`src/rtl/matrix_pkg.sv`:
```
// Shared constants, state encoding and field-offset helpers for the matrix loader
// and the determinant wrappers that slice its packed output word.
package matrix_pkg;

    localparam int ELEM_W = 8;
    localparam int N_2X2  = 4;
    localparam int N_3X3  = 9;
    localparam int MAT_W  = N_3X3 * ELEM_W;

    typedef enum logic [1:0] {
        ST_FILL  = 2'd0,
        ST_HOLD  = 2'd1,
        ST_DRAIN = 2'd2
    } state_t;

    // a11 sits in the top byte of the active width; later elements follow row-major.
    localparam int A11_LSB_2X2 = (N_2X2 - 1) * ELEM_W;
    localparam int A11_LSB_3X3 = (N_3X3 - 1) * ELEM_W;

    function automatic int elem_lsb(input int dim, input int row, input int col);
        return (dim * dim - 1 - (row * dim + col)) * ELEM_W;
    endfunction

endpackage

```
`src/rtl/matrix_loader.sv`:
```
// Serial-to-packed front-end: collects 4 or 9 signed elements per frame over a
// valid/ready/last stream, presents the packed matrix, and flags malformed frames.
module matrix_loader
    import matrix_pkg::*;
(
    input  logic              clk,
    input  logic              rst,
    input  logic              size_3x3,
    input  logic [ELEM_W-1:0] in_data,
    input  logic              in_valid,
    input  logic              in_last,
    output logic              in_ready,
    output logic [MAT_W-1:0]  mat_out,
    output logic              mat_is_3x3,
    output logic              out_valid,
    input  logic              out_ready,
    output logic              frame_err
);

    state_t             state, state_nxt;
    logic [3:0]         count, count_nxt;
    logic [MAT_W-1:0]   shreg, shreg_nxt;
    logic               size_q, size_nxt;
    logic               err_q, err_nxt;
    logic               accept;
    logic               frame_3x3;
    logic [3:0]         last_idx;

    // Handshake outputs decode the state register only, never the live inputs.
    assign in_ready   = (state != ST_HOLD);
    assign out_valid  = (state == ST_HOLD);
    assign accept     = in_valid && in_ready;
    assign mat_out    = shreg;
    assign mat_is_3x3 = size_q;
    assign frame_err  = err_q;

    // Size is taken live on the first beat, from the latched copy afterwards.
    assign frame_3x3 = (count == 4'd0) ? size_3x3 : size_q;
    assign last_idx  = frame_3x3 ? 4'(N_3X3 - 1) : 4'(N_2X2 - 1);

    always_comb begin
        // NOTE: every signal gets a default first so no path leaves it unassigned (no latch).
        state_nxt = state;
        count_nxt = count;
        shreg_nxt = shreg;
        size_nxt  = size_q;
        err_nxt   = 1'b0;

        case (state)
            ST_FILL: begin
                if (accept) begin
                    if (count == 4'd0) begin
                        size_nxt  = size_3x3;
                        shreg_nxt = {{(MAT_W - ELEM_W){1'b0}}, in_data};
                    end else begin
                        shreg_nxt = {shreg[MAT_W-ELEM_W-1:0], in_data};
                    end

                    if (count == last_idx) begin
                        count_nxt = 4'd0;
                        if (in_last) begin
                            state_nxt = ST_HOLD;
                        end else begin
                            err_nxt   = 1'b1;
                            state_nxt = ST_DRAIN;
                        end
                    end else if (in_last) begin
                        err_nxt   = 1'b1;
                        count_nxt = 4'd0;
                    end else begin
                        count_nxt = count + 4'd1;
                    end
                end
            end

            ST_HOLD: begin
                if (out_ready) begin
                    state_nxt = ST_FILL;
                    count_nxt = 4'd0;
                end
            end

            ST_DRAIN: begin
                if (accept && in_last) begin
                    state_nxt = ST_FILL;
                    count_nxt = 4'd0;
                end
            end

            default: begin
                state_nxt = ST_FILL;
                count_nxt = 4'd0;
            end
        endcase
    end

    always_ff @(posedge clk) begin
        // NOTE: non-blocking assignments so all registers update from the same pre-edge values.
        if (rst) begin
            state  <= ST_FILL;
            count  <= 4'd0;
            shreg  <= '0;
            size_q <= 1'b0;
            err_q  <= 1'b0;
        end else begin
            state  <= state_nxt;
            count  <= count_nxt;
            shreg  <= shreg_nxt;
            size_q <= size_nxt;
            err_q  <= err_nxt;
        end
    end

endmodule

```
`config.mk`:
```
export PLATFORM = sky130hd
export DESIGN_NAME = matrix_loader
export DESIGN_NICKNAME = d
export VERILOG_FILES = /design/src/rtl/matrix_pkg.sv /design/src/rtl/matrix_loader.sv
export SDC_FILE = /design/constraint.sdc
export NUM_CORES = 1
export LEC_CHECK = 0
export CELL_PAD_IN_SITES_DETAIL_PLACEMENT = 1
export CELL_PAD_IN_SITES_GLOBAL_PLACEMENT = 1
export CORE_MARGIN = 5
export CORE_UTILIZATION = 30
export CTS_BUF_LIST = sky130_fd_sc_hd__clkbuf_8
export CTS_CLUSTER_DIAMETER = 50
export DETAILED_ROUTE_END_ITERATION = 10
export PLACE_DENSITY_LB_ADDON = 0.3
export SYNTH_ARGS = -nofsm -noshare
export SYNTH_HDL_FRONTEND = slang
export SYNTH_SLANG_ARGS = --single-unit
```
`constraint.sdc`:
```
create_clock -name clk -period 1.9 [get_ports clk]
set_clock_uncertainty 0.15 [all_clocks]
set_input_delay 0.57 -clock clk [delete_from_list [all_inputs] [get_ports clk]]
set_output_delay 0.57 -clock clk [all_outputs]
set_load 0.005 [all_outputs]
```
==> metrics <==
slowest library cell on the worst path=or3b_4; per-cell routed wire length=16.6 microns; VDD IR max=346 uV; Worst path depth=6; Starting DRT DRC Count=105; Power per Cell Area=749 nW/um^2; most used flip-flop cell after synthesis=dfxtp_1; f_max=546 MHz; die height=109 microns; RSZ-0062 raised after global routing=true; die area=11900 sq um; first-pass GRT wire length=14.8 mm; final setup violating endpoints=0; Setup WS post-layout=0.0677 ns; clk slew on worst S/H paths=0.08 ns; CORE AREA=9680 sq um; number of flops mapped to enable cells by yosys=0; Clock Path Buffers=2; Worst setup SP type=flip-flop; sequential share of the synthesized area=0.544; Routability Congestion=0.738; vias in the first global route=2823; pre-CTS WS=-0.412 ns; all-layer global routing usage=0.162; # rows=36; Synth async-reset ratio=0; relative max-transition margin=0.767; CP Capture Type=flip-flop; slowest stage delay, CP=0.46 ns; largest net degree at the start of global routing=78; Fin. Hold Viols=0; min Tclk post-route=1.83 ns; Gate Count Post-Synth=298; Seq. cell area=1680 sq um; Slew @ Worst Pin=0.349 ns; drt pass-1 iters=4; commonest cells after routing, fill and taps aside=77 x dlygate4sd2_1, 69 x nor2_1, 63 x a22oi_1; worst endpoint data arrival time=1.91 ns; Distinct cells, synth=30; Area Growth Syn to Fin=54.4%; dpl hpwl=5.66 mm; synth warn=0; ANT nets after route=0; # port buffers=89; CP dominant cell by count=buf_4; worst reg2reg path startpoint=state[1]; footprint of the multi-input gates=1140 sq um; CTS tree=built; Syn Nets=314; Die X=109 microns; status=complete, no violations; Layout Utilization=0.469; Routed WL=9.39 mm; Mean Syn Cell Area=9.88 sq um; Crit. Startpoint=state[1]; Tcrit/Tclk final=0.964; Crit path required time=1.98 ns; H-tree Lvls=3; layout cell share with drive strength beyond 1=0.312; # diodes=0; Clk Latency, worst-skew pair=0.35 ns; Clock Sink Count=80; most common cell after layout, fill and taps aside=dlygate4sd2_1; flops & latches, synth=80; CTS root buf=clkbuf_8; initial antenna violation count=0; CP Class=flip-flop to flip-flop; # nets final=444; Buf/Inv on CP=3; hold path startpoint=mat_out[1]; Via density=4.80; Worst setup endpoint=mat_out[50]; count of maximum capacitance violations=0; grt ovf=0; R2R Setup Slk=0.07 ns; Top Ports=90; routed vias=2716; CTS Buf Count=9; FILL cells=1116; worst r2r dst=mat_out[50]; Mapped Area=2940 sq um; drc violations=0; critical-path cell list=buf_4, or3b_4, buf_4, buf_12, a22oi_1, nor2_1; Hold Buf Count CTS=0; worst r2r path cells=6; LEAKAGE=2.11 nW; min-delay worst type=flip-flop to flip-flop; CP Max Fanout=21; delay-heaviest family, CP=simple AND/OR/NAND/NOR gates; initial cell density of the core=0.304; Max Slew Vio Count=0
==> stage by stage <==
stage                     power [mW]  std cells  TNS (ns)  hold WS (ns)  cell area [sq um]
after floorplan                 1.95        298         0         0.315               2940
after global placement          2.05        511    -26.70         0.312               3960
after detailed placement        2.05        511    -28.79         0.318               3960
after CTS                       3.41        560         0         0.319               4470
after global routing            3.56        566   -0.0573         0.359               4540
final                           3.40        566         0         0.315               4540
==> sequential cells by signal, summed over array words and instances (netlist names) <==
name / flops
mat_out: 72
count: 4
state: 2
mat_is_3x3: 1
frame_err: 1
==> logic make-up after synthesis <==
family                     share of synthesized area
and+or+nand+nor                                0.152
AOI/OAI and AO/OA                              0.206
DFF                                            0.544
buffers and inverters                         0.0765
xor gates and xnor gates                     0.00595
muxes                                        0.00680
adders and majority gates                    0.00850
==> timing repair <==
item | 4_1_cts | 5_1_grt
resized for setup | 138 | 3
pin swaps | 2 | 1
buffers inserted | 30 | 6
setup endpoints to repair | 138 | 28
cloned | 3 | 0
==> worst min-delay path, delay by kind of cell (launching register included) <==
family	cells	cell delay (ns)
DFF	1	0.33
AOI/OAI and AO/OA	1	0.05
and+or+nand+nor	1	0.05
==> layout make-up <==
class,count,area share
clock inverters,6,0.0149
inverters,4,0.00330
multi-input cells,192,0.250
flip-flops and latches,80,0.369
clock buffers,10,0.0303
repair buffers,141,0.295
well taps,133,0.0366
==> metal layers <==
metal | global-route usage | routed length, microns | up-vias
met5 | 0 | 0 | -
met1 | 0.198 | 4120 | 1320
met4 | 0.0532 | 168 | 0
met2 | 0.264 | 4460 | 75
li1 | - | - | 1306
met3 | 0.0574 | 648 | 15
==> how the worst min path moves through the flow <==
stage                  to  slack, ns  depth (start not counted)
2_1_floorplan  mat_out[0]       0.32                          2
3_3_place_gp   mat_out[1]       0.31                          2
3_5_place_dp   mat_out[1]       0.32                          2
4_1_cts        mat_out[2]       0.32                          2
5_1_grt        mat_out[2]       0.36                          2
6_report       mat_out[1]       0.32                          2
==> report_power, final <==
part | internal [mW] | leakage [nW] | switching [mW] | total, mW
clock | 0.653 | 0.110 | 0.656 | 1.31
combinational | 0.197 | 1.32 | 0.180 | 0.378
sequential | 1.70 | 0.676 | 0.0196 | 1.72
==> cells in the mapped netlist, types with 4 or more instances <==
cell type / count / area [sq um]
buf_6: 8 / 90.1
clkbuf_1: 8 / 30.0
buf_8: 6 / 90.1
nand2_1: 18 / 67.6
dfxtp_1: 80 / 1600
a21oi_1: 12 / 60.1
inv_1: 4 / 15.0
a22oi_1: 64 / 480
nor2_1: 69 / 259
o21ai_0: 4 / 20.0
(Power assumes the default switching activity.)
